**config.mk**
```make
export PLATFORM = sky130hd
export DESIGN_NAME = boid_state_mem
export DESIGN_NICKNAME = d
export VERILOG_FILES = /design/src/rtl/boid_state_mem.sv
export SDC_FILE = /design/constraint.sdc
export NUM_CORES = 1
export LEC_CHECK = 0
export BUFFER_PORTS_ARGS = -buffer_cell sky130_fd_sc_hd__buf_2
export CAP_MARGIN = 40
export CORE_MARGIN = 2
export CORE_UTILIZATION = 35
export DETAILED_ROUTE_END_ITERATION = 7
export PLACE_DENSITY_LB_ADDON = 0.2
export SYNTH_ARGS = -nofsm -noshare
export SYNTH_HDL_FRONTEND = slang
export SYNTH_SLANG_ARGS = --single-unit
```
**constraint.sdc**
```tcl
create_clock -name clk -period 4.4 [get_ports clk]
set_input_delay 0.22 -clock clk [delete_from_list [all_inputs] [get_ports clk]]
set_output_delay 0.22 -clock clk [all_outputs]
set_load 0.01 [all_outputs]
```
**src/rtl/boid_state_mem.sv**
```systemverilog
// Boid state storage: per-boid position, velocity and accumulated velocity
// fields, filled with default values after reset, then served through a
// request/response port modelling a 2-cycle block-RAM read.
module boid_state_mem #(
  parameter int NUM_BOIDS = 2,
  parameter int IDX_W     = $clog2(NUM_BOIDS) + 1
) (
  input  logic             clk,
  input  logic             reset,
  input  logic             req_valid,
  output logic             req_ready,
  input  logic             req_we,
  input  logic [IDX_W-1:0] req_idx,
  input  logic [6:0]       w_en,
  input  logic [27:0]      x_in,
  input  logic [26:0]      y_in,
  input  logic [20:0]      vx_in,
  input  logic [20:0]      vy_in,
  input  logic [31:0]      vx_acc_in,
  input  logic [31:0]      vy_acc_in,
  output logic             resp_valid,
  input  logic             resp_ready,
  output logic [27:0]      x_out,
  output logic [26:0]      y_out,
  output logic [20:0]      vx_out,
  output logic [20:0]      vy_out,
  output logic [31:0]      vx_acc_out,
  output logic [31:0]      vy_acc_out,
  output logic             resp_err,
  output logic             init_done
);

  typedef enum logic [1:0] {INIT, IDLE, RD_WAIT, RD_RESP} state_t;

  localparam logic [IDX_W-1:0] LAST_IDX = IDX_W'(NUM_BOIDS - 1);

  state_t           state, state_nx;
  logic [IDX_W-1:0] fill_ctr;
  logic [IDX_W-1:0] rd_idx;
  logic             accept;
  logic [31:0]      init_pos;

  logic [27:0] x_mem      [NUM_BOIDS];
  logic [26:0] y_mem      [NUM_BOIDS];
  logic [20:0] vx_mem     [NUM_BOIDS];
  logic [20:0] vy_mem     [NUM_BOIDS];
  logic [31:0] vx_acc_mem [NUM_BOIDS];
  logic [31:0] vy_acc_mem [NUM_BOIDS];

  logic [27:0] rd_x,  x_q;
  logic [26:0] rd_y,  y_q;
  logic [20:0] rd_vx, vx_q;
  logic [20:0] rd_vy, vy_q;
  logic [31:0] rd_ax, ax_q;
  logic [31:0] rd_ay, ay_q;
  logic        err_q;

  assign accept = req_valid && req_ready;

  // State register
  always_ff @(posedge clk or posedge reset) begin
    if (reset) state <= INIT;
    else       state <= state_nx;
  end

  // Next-state logic and handshake/status outputs
  always_comb begin
    state_nx   = state;
    req_ready  = 1'b0;
    resp_valid = 1'b0;
    init_done  = 1'b1;
    case (state)
      INIT: begin
        init_done = 1'b0;
        if (fill_ctr == LAST_IDX) state_nx = IDLE;
      end
      IDLE: begin
        req_ready = 1'b1;
        if (req_valid && !req_we) state_nx = RD_WAIT;
      end
      RD_WAIT: state_nx = RD_RESP;
      RD_RESP: begin
        resp_valid = 1'b1;
        if (resp_ready) state_nx = IDLE;
      end
      default: state_nx = INIT;
    endcase
  end

  // Default position for the entry being filled: (120 + 40*i) in 16.16 fixed point
  always_comb begin
    init_pos = (32'd120 + 32'd40 * 32'(fill_ctr)) << 16;
  end

  // Storage: INIT fill, then field-masked writes to in-range entries
  always_ff @(posedge clk) begin
    for (int unsigned i = 0; i < NUM_BOIDS; i++) begin
      if (state == INIT) begin
        if (fill_ctr == IDX_W'(i)) begin
          x_mem[i]      <= init_pos[27:0];
          y_mem[i]      <= init_pos[26:0];
          vx_mem[i]     <= 21'(32'd5 << 16);
          vy_mem[i]     <= 21'(32'd4 << 16);
          vx_acc_mem[i] <= '0;
          vy_acc_mem[i] <= '0;
        end
      end else if (accept && req_we && w_en[0] && req_idx == IDX_W'(i)) begin
        if (w_en[1]) x_mem[i]      <= x_in;
        if (w_en[2]) y_mem[i]      <= y_in;
        if (w_en[3]) vx_mem[i]     <= vx_in;
        if (w_en[4]) vy_mem[i]     <= vy_in;
        if (w_en[5]) vx_acc_mem[i] <= vx_acc_in;
        if (w_en[6]) vy_acc_mem[i] <= vy_acc_in;
      end
    end
  end

  // Read mux; an out-of-range index matches no entry and yields zeros
  always_comb begin
    rd_x  = '0;
    rd_y  = '0;
    rd_vx = '0;
    rd_vy = '0;
    rd_ax = '0;
    rd_ay = '0;
    for (int unsigned i = 0; i < NUM_BOIDS; i++) begin
      if (rd_idx == IDX_W'(i)) begin
        rd_x  = x_mem[i];
        rd_y  = y_mem[i];
        rd_vx = vx_mem[i];
        rd_vy = vy_mem[i];
        rd_ax = vx_acc_mem[i];
        rd_ay = vy_acc_mem[i];
      end
    end
  end

  // Fill counter, read index capture and response data registers
  always_ff @(posedge clk or posedge reset) begin
    if (reset) begin
      fill_ctr <= '0;
      rd_idx   <= '0;
      x_q      <= '0;
      y_q      <= '0;
      vx_q     <= '0;
      vy_q     <= '0;
      ax_q     <= '0;
      ay_q     <= '0;
      err_q    <= 1'b0;
    end else begin
      case (state)
        INIT: if (fill_ctr != LAST_IDX) fill_ctr <= fill_ctr + 1'b1;
        IDLE: if (accept && !req_we) rd_idx <= req_idx;
        RD_WAIT: begin
          x_q   <= rd_x;
          y_q   <= rd_y;
          vx_q  <= rd_vx;
          vy_q  <= rd_vy;
          ax_q  <= rd_ax;
          ay_q  <= rd_ay;
          err_q <= (rd_idx > LAST_IDX);
        end
        default: ;
      endcase
    end
  end

  // Response outputs are forced to zero unless a response is being presented
  always_comb begin
    x_out      = '0;
    y_out      = '0;
    vx_out     = '0;
    vy_out     = '0;
    vx_acc_out = '0;
    vy_acc_out = '0;
    resp_err   = 1'b0;
    if (resp_valid) begin
      x_out      = x_q;
      y_out      = y_q;
      vx_out     = vx_q;
      vy_out     = vy_q;
      vx_acc_out = ax_q;
      vy_acc_out = ay_q;
      resp_err   = err_q;
    end
  end

endmodule

```
Yosys cells after proc, flatten, opt, wreduce, memory -nomap -nowiden
Memories as Yosys holds them, arrays and structs flattened.
Cells that the tools add are included.
Storage, ports and cells
  register bits after elaboration: 168
  memories kept: 6
  output and inout port bits: 165
  memory bits (writable): 322
Operators by class
  multiply operators: 1
  multiplexer cells: 104
  reduce and logical (&&, ||, !) cells: 21
  equality and inequality tests: 10
  magnitude comparators: 1
  $add $sub $neg: 2
  bitwise logic cells: 12
Memories
  vx_acc_mem: words 2, bits a word 32, rd ports 2, clocked after Yosys merged registers in 0, write ports 1, RTL line 47  | logic [31:0] vx_acc_mem [NUM_BOIDS];
  vy_acc_mem: words 2, bits a word 32, rd ports 2, clocked after Yosys merged registers in 0, write ports 1, RTL line 48  | logic [31:0] vy_acc_mem [NUM_BOIDS];
  x_mem: words 2, bits a word 28, rd ports 2, clocked after Yosys merged registers in 0, write ports 1, RTL line 43  | logic [27:0] x_mem [NUM_BOIDS];
  y_mem: words 2, bits a word 27, rd ports 2, clocked after Yosys merged registers in 0, write ports 1, RTL line 44  | logic [26:0] y_mem [NUM_BOIDS];
  vx_mem: words 2, bits a word 21, rd ports 2, clocked after Yosys merged registers in 0, write ports 1, RTL line 45  | logic [20:0] vx_mem [NUM_BOIDS];
  vy_mem: words 2, bits a word 21, rd ports 2, clocked after Yosys merged registers in 0, write ports 1, RTL line 46  | logic [20:0] vy_mem [NUM_BOIDS];
Operator list (count)
  $mux W32: 12
  $mux W21: 12
  $mux W28: 6
  $mux W27: 6
  $mux W1: 64
  $reduce_or A32 Y1: 2
  $reduce_or A21 Y1: 2
  $reduce_or A28 Y1: 1
  $reduce_or A27 Y1: 1
  $or A1 B1 Y1: 12
  $add A7 B8 Y9 const A: 1
  $eq A2 B1 Y1 const B: 4
  $logic_not A2 Y1: 4
  $pmux W2 S4: 1
  $logic_and A1 B1 Y1: 7
  $mux W2: 3
  $ne A2 B2 Y1 const B: 3
  $mul A3 B2 Y5 const A: 1
  $eq A2 B2 Y1 const B: 2
  $reduce_and A2 Y1: 2
  $reduce_and A3 Y1: 1
  $add A2 B1 Y2 const B: 1
  $gt A2 B1 Y1 const B: 1
  $ne A2 B1 Y1 const B: 1
  $logic_not A1 Y1: 1

Logic depth before layout (Yosys ltp)
  depth in word-level cells: 12
  gate-level depth with buffers: 8
  mapped depth without buffers: 5

Worst setup path before layout
No wires, ideal clock.
  path type: flip-flop to flip-flop
  start point: register state[1]
  end point: memory vy_acc_mem[0][0] (enable)
  setup slack: 0.371 ns
  stages on the path, launching flop included: 7
  data required time: 3.934 ns
  data arrival time: 3.564 ns
  clock period less this slack: 4.029 ns
  path through: dfrtp_1 -> inv_1 -> ha_1 -> buf_2 -> nand4b_1 -> buf_2 -> o21ai_0
Between the ends
  cells in the longest elaborated chain, start to end: 12
  elaborated cells on any way between the ends: 23
  those cells by class: eq/ne (1); mux (13); bitwise (2); reduce/logical (7)
RTL lines
  from (decl): RTL line 37  | state_t state, state_nx;
  from (signal assigned): RTL line 63  | else state <= state_nx;
  $eq A2 B1 Y1 (*): RTL line 72  | case (state)
  $mux W1 (*): RTL line 72
  named net req_ready: RTL line 11  | output logic req_ready,
  $logic_and A1 B1 Y1 (*): RTL line 58  | assign accept = req_valid && req_ready;
  $logic_and A1 B1 Y1 (*) (2 in series): RTL line 107  | end else if (accept && req_we && w_en[0] && req_idx == IDX_W'(i)) begin
  $logic_and A1 B1 Y1: RTL line 107
  $mux W1: RTL line 107
  $mux W1: RTL line 98  | if (state == INIT) begin
  $mux W1 (not written as such): RTL line 113  | if (w_en[6]) vy_acc_mem[i] <= vy_acc_in;
  $or A1 B1 Y1 (no line)
  $reduce_or A32 Y1 (no line)
  $mux W1 (no line)
  to (decl): RTL line 48
Mark *: on every way through the listed nets, which the timed path passes. The rest lies on a longest branch.

Worst setup path in the final report
  start point: register state[1]
  end point: memory vx_acc_mem[0][5] (enable)
Between the ends
  cells in the longest elaborated chain, start to end: 12
  elaborated cells on any way between the ends: 23
  those cells by class: eq/ne (1); mux (13); bitwise (2); reduce/logical (7)
RTL lines
  $eq A2 B1 Y1: RTL line 72
  $mux W1: RTL line 72
  $logic_and A1 B1 Y1: RTL line 58
  $logic_and A1 B1 Y1 (3 in series): RTL line 107
  $mux W1: RTL line 107
  $mux W1: RTL line 98
  $mux W1 (not written as such): RTL line 112  | if (w_en[5]) vx_acc_mem[i] <= vx_acc_in;
  $or A1 B1 Y1 (no line)
  $reduce_or A32 Y1 (no line)
  $mux W1 (no line)
  to (decl): RTL line 47
Several ways; a longest one is shown, not always the timed one.

==> results.py <==
metrics = {
    "floorplanning": {
        "initial_core_util": 0.354,
        "row_count": 90,
        "die_w_microns": 251,
        "die_area_sq_um": 63000,
        "die_height_microns": 251,
        "pin_count": 340,
        "coreArea_sq_um": 60400,
    },
    "layout": {
        "multi_input_area_sq_um": 6270,
        "final_area_sq_um": 27400,
        "nFillCells": 5536,
        "syn2layout_area_growth_pct": 28.3,
        "drive_gt1_frac": 0.221,
        "nets": 2352,
        "regArea_sq_um": 13900,
    },
    "clock_tree": {
        "numCtsBuffers": 54,
        "clkLatencyLatePin_ns": 0.59,
        "cts_resized": 0,
        "path_clk_slew_ns": 0.06,
        "root_buffer": "clkbuf_16",
        "cts_setup_buffers": 0,
        "clockBufferDepth": 3,
        "htreeDepth": 2,
        "ctsHoldBuffers": 156,
        "cts_tree": "built",
        "cts.sink_count": 490,
    },
    "synthesis": {
        "ys_warn_count": 0,
        "synth-adder-area-share": 0.00528,
        "synth_area_leaders": "edfxtp_1 45%, dfrtp_1 20%, mux2i_1 8.5%, and3_1 6.4%, and2_1 4.8%",
        "synth_top_family_by_area": "simple AND/OR/NAND/NOR gates",
        "synth_cells": 1712,
        "synth-edff-count": 322,
        "synth-compound-area-share": 0.0505,
        "synth_top_area_share": 0.453,
        "synth_xor_area_frac": 0.000410,
        "ys_seq_area_frac": 0.650,
        "synthMuxAreaShare": 0.0870,
        "yosys.area_share.simple": 0.144,
        "avgSynthCellArea_sq_um": 12.5,
        "yosysUniqueCellTypes": 34,
        "ys_async_sr_fraction": 0.343,
        "ys_ff_latch": 490,
        "synth_nets": 1896,
        "synthFlopType": "edfxtp_1",
        "synth_top_area_cell": "edfxtp_1",
        "syn_area_sq_um": 21300,
    },
    "global_route": {
        "track_usage": 0.183,
        "antenna_found_initial": 8,
        "grt_pass1_wl_microns": 88900,
        "grt_pass1_vias": 14800,
        "grt_max_degree": 138,
        "overflow": 0,
    },
    "pwr": {
        "totalPowerFinal_w": 0.0159,
        "leakage_nw": 12.4,
        "ir_drop_mv": 0.336,
        "p_per_area_nw_per_um2": 582,
    },
    "sta": {
        "fmax_mhz": 326,
        "fin_crit_ns": 3.07,
        "setup_viol": 0,
        "worstMarginPinSlew_ns": 0.917,
        "finalHoldViolCount": 0,
        "relSlewSlack": 0.389,
        "tns_ns": 0,
        "skew_ns": 0.0168,
        "holdWs_ns": 0.0414,
        "post-route-period-util": 0.698,
        "maxSlewViolCount": 0,
        "rsz0062_at_grt": "no",
    },
    "detailed_routing": {
        "via_per_inst": 4.87,
        "drt_iter0_drc": 767,
        "drt_wl_total_microns": 58400,
        "vias": 14600,
        "first_pass_iters": 5,
        "post-route-drc-count": 0,
        "ant_nets": 0,
        "wire_per_inst_microns": 19.5,
    },
    "worst_setup_path": {
        "critPathLaunchType": "flop",
        "crit_arrival_ns": 3.36,
        "critPathCaptureType": "flop",
        "crit_fanout": 17,
        "cp_cell_sequence": "inv_1 -> ha_1 -> nand4b_1 -> o21ai_4 -> buf_16",
        "critPathSlowestCell": "o21ai_4",
        "crit_family": "compound AO/OA/AOI/OAI gates",
        "crit_buf_inv": 2,
        "cp_slowest_stage_delay_ns": 0.84,
        "cp.required_ns": 4.69,
        "crit_type": "reg -> reg",
    },
    "placed_design": {
        "io_buffers": 339,
        "dp_hpwl_microns": 37000,
        "place_area_sq_um": 24100,
        "gp_congestion": 0.765,
    },
    "status": {
        "outcome": "finished, final reports clean",
    },
    "hold_path": {
        "hp-class": "in -> reg",
    },
    "job": {
        "cap_violations": 0,
    },
}
==> Yosys cell counts (2+ instances only) <==
master,n
and2_1,163
and2b_1,2
and3_1,218
buf_1,3
buf_2,38
buf_4,10
buf_6,9
clkbuf_1,69
clkbuf_2,6
dfrtp_1,168
edfxtp_1,322
ha_1,9
inv_1,177
mux2_2,4
mux2i_1,181
nand2_1,52
nand2b_1,4
nand3_1,2
nand4_1,2
nand4bb_1,2
nor2_1,81
nor2_2,2
nor2b_1,7
o21ai_0,11
o22ai_1,161
==> final timing paths <==
kind,from,endpoint,slack (ns),cells past startpoint
worst max-delay path,state[1],vx_acc_mem[0][5],1.33,5
worst min-delay path,x_in[19],x_mem[0][19],0.04,3
worst max register to register,state[1],vx_acc_mem[0][5],1.33,5
worst min register to register,err_q,err_q,0.50,1
max in group asynchronous,reset,rd_idx[0],3.18,4
min in group asynchronous,reset,ay_q[7],0.35,4
==> worst min-delay path, delay by kind of cell <==
family,cells,cell delay [ns]
mux,1,0.12
buf+inv,2,0.16
==> cell type report <==
cell class | instances | share of cell area
inverter | 177 | 0.0244
antenna | 2 | 0.000183
sequential | 490 | 0.507
timing repair buffer | 535 | 0.140
clock buffer | 79 | 0.0572
multi-input combinational | 910 | 0.229
tap | 782 | 0.0357
clock inverter | 21 | 0.00690
==> report_power, final <==
group	switching [W]	internal, W	leakage, nW
Sequential	0.000549	0.00604	5.10
Clock	0.00182	0.00264	0.865
Combinational	0.00284	0.00205	6.42
Total	0.00521	0.0107	12.4
==> cell usage in the layout, fill, tap and decap left out, types with 12 or more instances in the layout <==
cell type / n
buf_2: 339
edfxtp_1: 322
and3_1: 218
mux2i_1: 181
inv_1: 176
dfrtp_1: 167
and2_1: 163
o22ai_1: 161
dlygate4sd3_1: 156
nor2_1: 81
clkbuf_16: 56
nand2_1: 52
buf_4: 25
clkbuf_1: 15
buf_16: 12
==> registers in the layout, indices dropped and copies added, names as in the netlist, 2 cells and up <==
register / flops
fill_ctr: 2
y_q: 27
x_q: 28
vy_q: 21
x_mem: 56
ax_q: 32
ay_q: 32
vy_mem: 42
y_mem: 54
vx_q: 21
vx_mem: 42
vx_acc_mem: 64
state: 2
vy_acc_mem: 64
rd_idx: 2
==> logic make-up (layout without fill, tap and decap cells) <==
group,Yosys count,after routing
AOI/OAI and AO/OA,174,174
and+or+nand+nor,541,541
xor gates and xnor gates,1,1
buffers and inverters,312,812
muxes,185,185
DFF,490,490
adders and majority gates,9,9
other,0,2
==> per-stage QoR <==
| step | setup slack [ns] | cells | util |
|---|---|---|---|
| 2_1_floorplan | 0.371 | 1712 | - |
| 3_3_place_gp | 1.25 | 2726 | 0.393 |
| 3_5_place_dp | 1.33 | 2738 | 0.399 |
| 4_1_cts | 1.30 | 2994 | 0.454 |
| 5_1_grt | 1.18 | 2995 | 0.454 |
| 6_report | 1.33 | 2996 | 0.454 |
==> metal layers <==
metal  up-vias  share of wire  GRT usage
li1       6947              -          -
met1      7197           0.44      0.245
met2       369           0.49      0.311
met3        77          0.050     0.0300
met4        10          0.019     0.0469
met5         -         0.0011          0
Note: power is estimated with default switching activity, not from simulation.
